<file path="src/rtl/wseq_pkg.sv">
// Shared definitions for the weights-RAM uCode sequencer: layer one-hot codes,
// uCode field layout, FSM state encoding and a uCode packing helper.
package wseq_pkg;

    // One-hot layer select codes (also the uCode Mode field value)
    localparam int          MODE_W     = 5;
    localparam logic [4:0]  CONV1D_1st = 5'b10000;
    localparam logic [4:0]  CONV1D_2nd = 5'b01000;
    localparam logic [4:0]  CONV1D_3rd = 5'b00100;
    localparam logic [4:0]  FC_1st     = 5'b00010;
    localparam logic [4:0]  FC_2nd     = 5'b00001;

    // uCode word layout: [14:11] Width, [10:6] Depth, [5:1] Mode, [0] Enable
    localparam int UC_W          = 15;
    localparam int UC_WIDTH_LSB  = 11;
    localparam int UC_WIDTH_BITS = 4;
    localparam int UC_DEPTH_LSB  = 6;
    localparam int UC_DEPTH_BITS = 5;
    localparam int UC_MODE_LSB   = 1;
    localparam int UC_EN_BIT     = 0;

    typedef enum logic [1:0] {
        ST_IDLE  = 2'd0,
        ST_RUN   = 2'd1,
        ST_DRAIN = 2'd2
    } state_e;

    // Build an enabled uCode word for one weight address
    function automatic logic [UC_W-1:0] ucode_pack(
        input logic [UC_WIDTH_BITS-1:0] width,
        input logic [UC_DEPTH_BITS-1:0] depth,
        input logic [MODE_W-1:0]        mode
    );
        logic [UC_W-1:0] word;
        word                                 = '0;
        word[UC_WIDTH_LSB +: UC_WIDTH_BITS]  = width;
        word[UC_DEPTH_LSB +: UC_DEPTH_BITS]  = depth;
        word[UC_MODE_LSB  +: MODE_W]         = mode;
        word[UC_EN_BIT]                      = 1'b1;
        return word;
    endfunction

endpackage

</file>
<file path="src/rtl/wseq_addr_counter.sv">
// Nested weight-address counter: Depth is the fast counter, Width the slow one.
// Limits are latched on load as (count-1); the sweep wraps back to (0,0) after
// the last address so back-to-back passes need no reload.
module wseq_addr_counter
    import wseq_pkg::*;
(
    input  logic                     clk,
    input  logic                     rst_n,
    input  logic                     load,
    input  logic                     en,
    input  logic [UC_DEPTH_BITS-1:0] depth_lim,
    input  logic [UC_WIDTH_BITS-1:0] width_lim,
    output logic [UC_DEPTH_BITS-1:0] depth_nxt,
    output logic [UC_WIDTH_BITS-1:0] width_nxt,
    output logic                     last
);

    logic [UC_DEPTH_BITS-1:0] depth_q, depth_d, dlim_q, dlim_d;
    logic [UC_WIDTH_BITS-1:0] width_q, width_d, wlim_q, wlim_d;

    // Next address in sweep order, the last-address flag, and load/advance muxing
    always_comb begin
        // NOTE: every always_comb output gets a default first so no path can infer a latch.
        depth_nxt = depth_q + 5'd1;
        width_nxt = width_q;
        if (depth_q == dlim_q) begin
            depth_nxt = '0;
            width_nxt = (width_q == wlim_q) ? '0 : width_q + 4'd1;
        end
        last = (depth_q == dlim_q) && (width_q == wlim_q);

        depth_d = depth_q;
        width_d = width_q;
        dlim_d  = dlim_q;
        wlim_d  = wlim_q;
        if (load) begin
            depth_d = '0;
            width_d = '0;
            dlim_d  = depth_lim;
            wlim_d  = width_lim;
        end else if (en) begin
            depth_d = depth_nxt;
            width_d = width_nxt;
        end
    end

    // Counter and limit registers
    always_ff @(posedge clk or negedge rst_n) begin
        // NOTE: sequential state uses non-blocking assignments only, so all flops update together.
        if (!rst_n) begin
            depth_q <= '0;
            width_q <= '0;
            dlim_q  <= '0;
            wlim_q  <= '0;
        end else begin
            depth_q <= depth_d;
            width_q <= width_d;
            dlim_q  <= dlim_d;
            wlim_q  <= wlim_d;
        end
    end

endmodule

</file>
<file path="src/rtl/weights_ucode_sequencer.sv">
// Weights-RAM uCode initiator: on Start walks every (Width, Depth) address of
// the selected layer, one word per un-stalled cycle, with Rd_valid aligned to
// the RAM's 1-cycle registered read and a Done pulse in the drain cycle.
// Optional feature macro: WSEQ_REPEAT_EN adds Repeat[3:0] (sweep runs Repeat+1 times).
module weights_ucode_sequencer
    import wseq_pkg::*;
#(
    parameter int C1_DEPTH  = 16,
    parameter int C2_DEPTH  = 16,
    parameter int C2_WIDTH  = 8,
    parameter int C3_DEPTH  = 16,
    parameter int C3_WIDTH  = 8,
    parameter int FC1_DEPTH = 32,
    parameter int FC1_WIDTH = 16,
    parameter int FC2_WIDTH = 16
) (
    input  logic              Clk,
    input  logic              Reset_n,
    input  logic              Start,
    input  logic [MODE_W-1:0] Mode_sel,
`ifdef WSEQ_REPEAT_EN
    input  logic [3:0]        Repeat,
`endif
    input  logic              Stall,
    output logic [UC_W-1:0]   uCode,
    output logic              Rd_valid,
    output logic              Busy,
    output logic              Done,
    output logic              Err
);

    state_e                   state_q, state_d;
    logic [UC_W-1:0]          ucode_q, ucode_d;
    logic [MODE_W-1:0]        mode_q, mode_d;
    logic [3:0]               rep_q, rep_d, rep_load;
    logic                     rd_valid_q, rd_valid_d;
    logic                     busy_q, busy_d;
    logic                     done_q, done_d;
    logic                     err_q, err_d;

    logic                     cnt_load, cnt_en, cnt_last;
    logic [UC_DEPTH_BITS-1:0] cnt_depth_nxt, lim_depth;
    logic [UC_WIDTH_BITS-1:0] cnt_width_nxt, lim_width;

`ifdef WSEQ_REPEAT_EN
    assign rep_load = Repeat;
`else
    assign rep_load = 4'd0;
`endif

    // Map the requested layer to its (count-1) limits; C1 has one Width, FC2 one Depth
    always_comb begin
        lim_depth = '0;
        lim_width = '0;
        case (Mode_sel)
            CONV1D_1st: begin lim_depth = 5'(C1_DEPTH - 1);  lim_width = '0;                    end
            CONV1D_2nd: begin lim_depth = 5'(C2_DEPTH - 1);  lim_width = 4'(C2_WIDTH - 1);  end
            CONV1D_3rd: begin lim_depth = 5'(C3_DEPTH - 1);  lim_width = 4'(C3_WIDTH - 1);  end
            FC_1st:     begin lim_depth = 5'(FC1_DEPTH - 1); lim_width = 4'(FC1_WIDTH - 1); end
            FC_2nd:     begin lim_depth = '0;                lim_width = 4'(FC2_WIDTH - 1); end
            default:    begin lim_depth = '0;                lim_width = '0;                end
        endcase
    end

    wseq_addr_counter u_addr_counter (
        .clk       (Clk),
        .rst_n     (Reset_n),
        .load      (cnt_load),
        .en        (cnt_en),
        .depth_lim (lim_depth),
        .width_lim (lim_width),
        .depth_nxt (cnt_depth_nxt),
        .width_nxt (cnt_width_nxt),
        .last      (cnt_last)
    );

    // FSM next state, next uCode word and next registered strobes
    always_comb begin
        state_d    = state_q;
        ucode_d    = ucode_q;
        mode_d     = mode_q;
        rep_d      = rep_q;
        done_d     = 1'b0;
        err_d      = 1'b0;
        cnt_load   = 1'b0;
        cnt_en     = 1'b0;
        // The RAM returns data one cycle after an accepted (enabled, unstalled) word
        rd_valid_d = ucode_q[UC_EN_BIT] & ~Stall;

        case (state_q)
            ST_IDLE: begin
                ucode_d = '0;
                if (Start) begin
                    if ($onehot(Mode_sel)) begin
                        state_d  = ST_RUN;
                        mode_d   = Mode_sel;
                        rep_d    = rep_load;
                        cnt_load = 1'b1;
                        ucode_d  = ucode_pack('0, '0, Mode_sel);
                    end else begin
                        err_d = 1'b1;
                    end
                end
            end
            ST_RUN: begin
                if (!Stall) begin
                    if (cnt_last && (rep_q == 4'd0)) begin
                        state_d = ST_DRAIN;
                        ucode_d = '0;
                        done_d  = 1'b1;
                    end else begin
                        // Counter wraps to (0,0) after the last address, starting the next pass
                        cnt_en  = 1'b1;
                        ucode_d = ucode_pack(cnt_width_nxt, cnt_depth_nxt, mode_q);
                        if (cnt_last) begin
                            rep_d = rep_q - 4'd1;
                        end
                    end
                end
            end
            ST_DRAIN: begin
                state_d = ST_IDLE;
                ucode_d = '0;
            end
            default: begin
                state_d = ST_IDLE;
                ucode_d = '0;
            end
        endcase

        busy_d = (state_d == ST_RUN);
    end

    // State and registered outputs
    always_ff @(posedge Clk or negedge Reset_n) begin
        if (!Reset_n) begin
            state_q    <= ST_IDLE;
            ucode_q    <= '0;
            mode_q     <= '0;
            rep_q      <= '0;
            rd_valid_q <= 1'b0;
            busy_q     <= 1'b0;
            done_q     <= 1'b0;
            err_q      <= 1'b0;
        end else begin
            state_q    <= state_d;
            ucode_q    <= ucode_d;
            mode_q     <= mode_d;
            rep_q      <= rep_d;
            rd_valid_q <= rd_valid_d;
            busy_q     <= busy_d;
            done_q     <= done_d;
            err_q      <= err_d;
        end
    end

    assign uCode    = ucode_q;
    assign Rd_valid = rd_valid_q;
    assign Busy     = busy_q;
    assign Done     = done_q;
    assign Err      = err_q;

endmodule

</file>
<file path="config.mk">
export PLATFORM = sky130hd
export DESIGN_NAME = weights_ucode_sequencer
export DESIGN_NICKNAME = d
export VERILOG_FILES = /design/src/rtl/wseq_pkg.sv /design/src/rtl/wseq_addr_counter.sv /design/src/rtl/weights_ucode_sequencer.sv
export SDC_FILE = /design/constraint.sdc
export NUM_CORES = 1
export LEC_CHECK = 0
export ABC_AREA = 1
export BUFFER_PORTS_ARGS = -buffer_cell sky130_fd_sc_hd__buf_2
export CAP_MARGIN = 20
export CELL_PAD_IN_SITES_DETAIL_PLACEMENT = 1
export CELL_PAD_IN_SITES_GLOBAL_PLACEMENT = 1
export CORE_ASPECT_RATIO = 1.75
export CORE_MARGIN = 1
export CORE_UTILIZATION = 40
export DETAILED_ROUTE_END_ITERATION = 16
export PLACE_DENSITY = 0.74
export SETUP_SLACK_MARGIN = 0.2
export SLEW_MARGIN = 5
export SYNTH_ARGS = -nofsm -noshare
export SYNTH_HDL_FRONTEND = slang
export SYNTH_HIERARCHICAL = 1
export SYNTH_SLANG_ARGS = --single-unit
</file>
<file path="constraint.sdc">
create_clock -name Clk -period 2.2 [get_ports Clk]
set_input_delay 0.33 -clock Clk [delete_from_list [all_inputs] [get_ports Clk]]
set_output_delay 0.33 -clock Clk [all_outputs]
set_load 0.02 [all_outputs]
</file>
# Word-level counts from Yosys, hierarchy flattened

Cells that the tools add are included.

Reductions and logical operators: 11
Mux-type cells: 37
Bitwise operators: 2
$add $sub $neg: 7
Eq/ne operators: 15

Operators by type and width:

| kind                | number |
|---|---|
| $mux 4              | 9 |
| $mux 15             | 2 |
| $pmux 15 s2         | 1 |
| $pmux 4 s2          | 2 |
| $mux 5              | 3 |
| $mux 1              | 12 |
| $mux 6              | 2 |
| $ne 2x2->1 const B  | 5 |
| $pmux 5 s2          | 1 |
| $mux 2              | 4 |
| $reduce_and 6->1    | 1 |
| $add 5x1->5 const B | 1 |
| $eq 5x1->1 const B  | 1 |
| $eq 5x2->1 const B  | 1 |
| $eq 5x3->1 const B  | 1 |
| $eq 5x4->1 const B  | 1 |
| $eq 5x5->1          | 1 |
| $eq 5x5->1 const B  | 1 |
| $add 1x1->2         | 2 |
| $add 4x1->4 const B | 1 |
| $eq 2x1->1 const B  | 2 |
| $eq 4x4->1          | 1 |
| $logic_not 4->1     | 1 |
| $pmux 2 s2          | 1 |
| other kinds (12)    | 15 |

Input bits: 9
Output and inout bits: 19
Word-level logic and storage cells: 84
Register bits: 48

# Logic depth before layout (Yosys ltp)

Gate-level depths: netlist (run 1).

Word-level depth: 8
Mapped depth: 14
Mapped depth without buffers: 13

# Cells and area by module

Netlist (run 1), hierarchy kept.

Modules (own cells, without submodules):

| module                  | instances | cells each | area an instance (um2) |
|---|---|---|---|
| weights_ucode_sequencer | 1         | 186        | 1672.9 |
| wseq_addr_counter       | 1         | 152        | 1089.8 |

# Worst setup path before layout (run 1)

Ideal clock, no wire load.

Kind: in2reg
Start point: input port Mode_sel[0]
End point: register u_addr_counter.wlim_q[1]
Path slack: -0.457 ns
Buffers on the path: 2
Setup time: 0.136 ns
Required time: 2.064 ns
Data arrival time: 2.522 ns
Stages: 13
Cell sequence: inv_1 fa_1 fa_1 inv_1 ha_1 nor2_2 nand2_1 inv_4 nand2_8 inv_1 buf_4 clkbuf_1 o21ai_0

Cells in the longest elaborated chain, start to end: 7
Elaborated cells between the ends (all ways): 14
Those cells by class: add/sub: 3; eq/ne: 5; mux: 4; reduce/logical: 2

Ends and longest elaborated chain:

| what                              | RTL line                      | text |
|---|---|---|
| from (decl)                       | weights_ucode_sequencer.sv:20 | `input logic [MODE_W-1:0] Mode_sel,` |
| $add 1x1->2 (not written as such) | weights_ucode_sequencer.sv:94 | `if ($onehot(Mode_sel)) begin` |
| $add 2x2->3 (not written as such) | weights_ucode_sequencer.sv:94 |  |
| $add 3x1->3 (not written as such) | weights_ucode_sequencer.sv:94 |  |
| $eq 3x1->1                        | weights_ucode_sequencer.sv:94 |  |
| $mux 1                            | weights_ucode_sequencer.sv:94 |  |
| $mux 1                            | weights_ucode_sequencer.sv:93 | `if (Start) begin` |
| $mux 1                            | weights_ucode_sequencer.sv:90 | `case (state_q)` |
| named net cnt_load                | weights_ucode_sequencer.sv:41 | `logic cnt_load, cnt_en, cnt_last;` |
| to (signal assigned)              | wseq_addr_counter.sv:59       | `wlim_q <= wlim_d;` |
| to (decl)                         | wseq_addr_counter.sv:19       | `logic [UC_WIDTH_BITS-1:0] width_q, width_d, wlim_q, wlim_d;` |

The timed path passes the listed nets, and every way through them passes these cells.
A chain may end at the register's enable or synchronous reset.

# Worst setup path in the final report (run 1)

Start point: input port Mode_sel[3]
End point: register u_addr_counter.dlim_q[2]

Cells in the longest elaborated chain, start to end: 7
Elaborated cells between the ends (all ways): 13
Those cells by class: add/sub: 3; eq/ne: 5; mux: 4; reduce/logical: 1

Ends and longest elaborated chain:

| what                              | RTL line                      | text |
|---|---|---|
| $add 1x1->2 (not written as such) | weights_ucode_sequencer.sv:94 |  |
| $add 2x2->3 (not written as such) | weights_ucode_sequencer.sv:94 |  |
| $add 3x1->3 (not written as such) | weights_ucode_sequencer.sv:94 |  |
| $eq 3x1->1                        | weights_ucode_sequencer.sv:94 |  |
| $mux 1                            | weights_ucode_sequencer.sv:94 |  |
| $mux 1                            | weights_ucode_sequencer.sv:93 |  |
| $mux 1                            | weights_ucode_sequencer.sv:90 |  |
| named net cnt_load                | weights_ucode_sequencer.sv:41 |  |
| to (signal assigned)              | wseq_addr_counter.sv:58       | `dlim_q <= dlim_d;` |
| to (decl)                         | wseq_addr_counter.sv:18       | `logic [UC_DEPTH_BITS-1:0] depth_q, depth_d, dlim_q, dlim_d;` |

The timed path passes the listed nets, and every way through them passes these cells.

==> flow_summary.ini, run 1 <==
[yosys]
synth.avg_cell_area_sq_um = 8.17
synthTopCellsByArea = dfrtp_1 (43%), nand2_1 (16%), inv_1 (5.2%), nand2_2 (3.4%), nand3_1 (3.3%)
yosys.area_share.xor_xnor_pct = 1.59
synthAdderAreaFrac_pct = 4.62
synth_seq_area_share_pct = 43.5
ys_warn_count = 6
yosysUniqueCellTypes = 32
synth_top_area_cell = dfrtp_1
synth-seq-cells = 48
synth_mux_area_share_pct = 0.408
synth_top_area_share_pct = 43.5
synth_compound_area_share_pct = 3.58
synth_top_family_by_area = simple AND/OR/NAND/NOR gates
syn_nets = 356
mappedNetlistArea_sq_mm = 0.00276
synthCells = 338
synthSimpleGateAreaFrac_pct = 38.5

[global_route]
grt_util_all_layers_pct = 21.7
grt_max_degree = 49
grt_overflow = 0
grt_pass1_wl_microns = 11900
antenna_found_initial = 0
first_global_vias = 2499

[sta]
hold_viol_final = 0
fin_hold_ws_ps = 148
maxSlewViolCount = 0
relSlewSlack_pct = 57.2
worst_pin_slew_ps = 643
finalClockSkew_ps = 5.98
max_freq_mhz = 479
period_share_pct = 94.9
setup_ws_ps = 113
setup_viol = 0
rsz0062_at_grt = true
fin_crit_ps = 2090

[layout]
num_antenna_cells = 0
finish.instance_area_sq_mm = 0.00346
area_delta_synth_final_pct = 25.4
drive_gt1_share_pct = 33.9
fin_nets = 406

[clocking]
clk_latency_ps = 290
cts_tree = built
cts.sinks = 48
cts-htree-levels = 2
clkSlewWorstSetupHoldPaths_ps = 60
ctsRootBufferMaster = clkbuf_16
cts_buffers = 5
cts.hold.buffers_added = 0
clockBufferDepth = 2

[die]
core_sq_mm = 0.00659
std_cell_rows = 39
die_height_microns = 112
chipWidth_microns = 64.8
dieArea_sq_mm = 0.00726
ioPinCount = 28
initial_core_util_pct = 41.9

[detailed_routing]
viasPerCell = 4.93
drcViolationCount = 0
wire_per_inst_microns = 15.5
drtIter0Drc = 83
ant_nets = 0
wirelength_microns = 7310
vias = 2320
first_pass_iters = 4

[run]
drv_cap = 0

[critical_path]
r2r_cells = 13
crit_required_ps = 2370
worstSetupPathType = input pin to flip-flop
worst_ep_arrival_time_ps = 2260
critPathLaunchType = input pin
crit_fanout = 5
endpoint_kind = flip-flop

[pwr]
pwr_density_cell_mw_per_mm2 = 993
leakage_uw = 0.00185
ir_worst_vdd_v = 0.000426

[placement]
port_buffers = 27
dpl_cell_area_sq_mm = 0.00312
routabilityCongestion = 0.785
post-dp-hpwl_microns = 5400
place_ws_ps = -489

[worst_hold_path]
hp-class = input pin to asynchronous set/reset pin

[run_status]
status = finished, final reports clean
==> cell usage in the layout, fill, tap and decap left out, types with 2 or more instances in the layout <==
cell       count
and2_1         4
buf_2         24
buf_4         17
buf_6          4
buf_8          2
clkbuf_16      5
dfrtp_1       48
ha_1           6
inv_1         31
inv_2         10
inv_4          4
nand2_1      114
nand2_2       22
nand2_4        5
nand3_1       15
nand3_2       11
nor2_1        16
nor2_2         3
nor2_4         5
nor2_8         4
nor3_1         3
o21ai_0        6
o21ai_1        4
o22ai_2        4
xor2_1         4
==> critical path, cell delays in order <==
cell and delay (ps):
buf_8 90, inv_8 30, fa_1 490, fa_2 350
inv_2 70, ha_4 200, nor2_4 120, nand2_2 70
inv_4 80, nand2_8 70, clkinv_8 70, mux2_4 290
==> power by group <==
| part | internal, uW | switching [uW] |
|---|---|---|
| Combinational | 482 | 780 |
| Sequential | 1100 | 176 |
| Clock | 570 | 338 |
==> area by class of cell <==
type / count / area, sq um
clock buffers: 6 / 139
clock inverters: 2 / 38.8
fillers: 814 / 3120
inverters: 47 / 206
multi-input cells: 239 / 1450
flip-flops and latches: 48 / 1200
well taps: 82 / 103
repair buffers: 47 / 323
==> timing repair <==
action	4_1_cts	5_1_grt
resized for setup	22	22
pin swaps	5	10
endpoints found under the setup margin	36	33
buffers inserted	1	1
==> cell families after synthesis <==
| family | Yosys count |
|---|---|
| XOR/XNOR | 5 |
| multiplexers | 1 |
| buffers and inverters | 51 |
| AND/OR/NAND/NOR | 208 |
| AO/OA/AOI/OAI | 16 |
| flip-flops | 48 |
| adder cells (fa/ha/maj) | 9 |
==> final timing paths <==
kind	startpoint	endpoint	slack, ps
max in group asynchronous	Reset_n	uCode[12]	1620
setup reg to reg	u_addr_counter/width_q[3]	u_addr_counter/depth_q[0]	270
min in group Clk	Stall	Rd_valid	330
hold / removal	Reset_n	u_addr_counter/dlim_q[3]	150
hold reg to reg	uCode[3]	uCode[3]	470
setup / recovery	Mode_sel[3]	u_addr_counter/dlim_q[2]	110
==> synth_stat cells <==
master and number:
nand2_4 5, nand4_1 1, nor3_1 3, nor2_8 4, o21ai_0 10, dfrtp_1 48, o21a_1 1, inv_1 38
nand2_2 15, nor2_1 19, xor2_1 4, mux2_2 1, nand2_8 1, nand3_1 18, nand3_2 9, or2_2 1
nand3b_1 1, fa_1 2, ha_1 7, nand2_1 121, a21oi_4 1, buf_4 1, inv_4 2, nor2_2 3
xnor2_1 1, nor2_4 2, clkbuf_1 1, and2_1 4, nor3b_1 1, inv_2 7, buf_6 2, o22ai_1 4
==> metal layers <==
layer  vias to the layer above  track usage [%]  share of wire (%)
met5                         -                0                  0
met3                        19             3.18                1.5
met2                        27             43.3                 61
met1                      1143             20.7                 34
met4                         0             9.04                3.4
li1                       1131                -                  -
==> sequential cells by signal (all words and copies together), names as in the netlist <==
register                count
u_addr_counter/width_q      4
rep_q                       4
u_addr_counter/depth_q      5
Busy                        1
u_addr_counter/wlim_q       4
Done                        1
Rd_valid                    1
mode_q                      5
Err                         1
u_addr_counter/dlim_q       5
state_q                     2
uCode                      15
==> through the flow <==
stage          total power (uW)  util, %  cells  setup TNS [ps]
3_5_place_dp               2450     47.3    461           -9800
2_1_floorplan              2050        -    338           -4130
4_1_cts                    3400     51.1    470               0
5_1_grt                    3660     52.6    471               0
3_3_place_gp               2390     47.3    461           -8800
6_report                   3440     52.6    471               0
Note: power is estimated with default switching activity, not from simulation.
==> run 2: changes to the inputs <==
- clock period: 2.2 -> 2.4 ns (I/O delays scaled with it)
==> run 2 against run 1 <==
  * Worst setup slack improved by 98 ps
  * Sequential cell count did not move
  * Cell count fell by 0.64%
  * Global-route usage fell by 0.21 points
  * Critical path type unchanged
  * Largest power group unchanged
==> flow_summary.ini, run 2 (same netlist as run 1, synthesis figures left out) <==
[critical_path]
r2r_slack_ps = 380
crit_fanout = 5
critPathLaunchType = input pin
worstSetupPathType = input pin to flip-flop
slowest_delay_ps = 520
cp_slowest_cell = fa_1
endpoint_kind = flip-flop
r2r_start = u_addr_counter/width_q[1]
rr_endpoint = u_addr_counter/depth_q[4]
r2r_cells = 12
crit_required_ps = 2580
worst_ep_arrival_time_ps = 2370
crit_chain = buf_8 > inv_8 > fa_1 > fa_2 > inv_2 > ha_4 > nor2_4 > nand2_2 > inv_4 > nand2_8 > clkinv_8 > mux2_4

[global_route]
grt_pass1_wl_microns = 11700
grt_max_degree = 49
first_global_vias = 2454
grt_overflow = 0
antenna_found_initial = 0
grt_util_all_layers_pct = 21.5

[die]
initial_core_util_pct = 41.9
std_cell_rows = 39
die_height_microns = 112
dieArea_sq_mm = 0.00726
chipWidth_microns = 64.8
ioPinCount = 28
core_sq_mm = 0.00659

[run]
drv_cap = 0

[clocking]
cts.hold.buffers_added = 0
clk_latency_ps = 290
clockBufferDepth = 2
cts.sinks = 48
clkSlewWorstSetupHoldPaths_ps = 70
cts_tree = built
cts_buffers = 5
ctsRootBufferMaster = clkbuf_16
cts-htree-levels = 2

[pwr]
pwr_density_cell_mw_per_mm2 = 884
ir_worst_vdd_v = 0.000397
leakage_uw = 0.00181

[detailed_routing]
vias = 2300
viasPerCell = 4.91
drtIter0Drc = 84
first_pass_iters = 4
ant_nets = 0
wirelength_microns = 7020
drcViolationCount = 0
wire_per_inst_microns = 15.0

[layout]
multi_input_area_sq_mm = 0.00140
area_delta_synth_final_pct = 20.9
layout_commonest_cell = nand2_1
final_cell_mix = nand2_1 (120), dfrtp_1 (48), inv_1 (31)
register_area_sq_mm = 0.00120
fillerInstances = 813
post-route-util_pct = 50.7
largest_reg_flops = 15
drive_gt1_share_pct = 30.1
finish.instance_area_sq_mm = 0.00334
fin_nets = 403
num_antenna_cells = 0

[sta]
worst_pin_slew_ps = 630
max_freq_mhz = 457
fin_crit_ps = 2190
fin_hold_ws_ps = 164
period_share_pct = 91.2
setup_viol = 0
maxSlewViolCount = 0
rsz0062_at_grt = true
hold_viol_final = 0
relSlewSlack_pct = 58.0
finalClockSkew_ps = 8.59

[run_status]
status = finished, final reports clean

[placement]
post-dp-hpwl_microns = 5420
routabilityCongestion = 0.790
port_buffers = 27
dpl_cell_area_sq_mm = 0.00310

[worst_hold_path]
hp-class = input pin to asynchronous set/reset pin
[run 2: worst max-delay path, delay by kind of cell]
kind,cells,cell delay [ps]
adder cells (fa/ha/maj),3,1120
buffers and inverters,5,350
multiplexers,1,290
AND/OR/NAND/NOR,3,250
[run 2: how the worst max path moves through the flow]
stage	startpoint	endpoint	slack [ps]	cells past startpoint
final	Mode_sel[3]	u_addr_counter/dlim_q[2]	210	12
after global routing	Mode_sel[3]	u_addr_counter/dlim_q[2]	170	12
after CTS	Mode_sel[0]	u_addr_counter/dlim_q[2]	230	12
after detailed placement	Mode_sel[3]	u_addr_counter/depth_q[1]	-390	14
after global placement	Mode_sel[3]	u_addr_counter/depth_q[4]	-270	14
after floorplan	Mode_sel[3]	u_addr_counter/dlim_q[2]	-110	12
[run 2: final cells by class]
class | instances | share of cell area [%]
inverters | 47 | 6.03
multi-input cells | 239 | 41.8
clock buffers | 6 | 4.16
clock inverters | 2 | 0.412
well taps | 82 | 3.07
repair buffers | 44 | 8.58
flip-flops and latches | 48 | 36.0
[run 2: per-stage QoR]
step	instances	total power, uW	setup WS (ps)	setup TNS [ps]
after global routing	468	3140	165	0
after global placement	459	2180	-269	-3030
after floorplan	338	1880	-113	-1080
final	468	2950	211	0
after detailed placement	459	2230	-387	-5280
after CTS	467	2980	226	0
[run 2: routing by layer]
metal | track usage [%] | wire, microns
met5 | 0 | 0
met2 | 43.1 | 4270
met1 | 20.7 | 2450
met4 | 8.30 | 192
met3 | 2.87 | 102
[run 2: timing repair]
action                                 CTS  global route
setup endpoints to repair               24            22
pin swaps                                4             6
setup buffers                            0             1
resized for setup                       11            14
endpoints found under the hold margin    0             0
[run 2: report_power, final]
group	switching (uW)	internal [uW]	leakage [uW]
clock network	306	417	0.0000772
registers	163	1000	0.000593
logic	661	401	0.00114
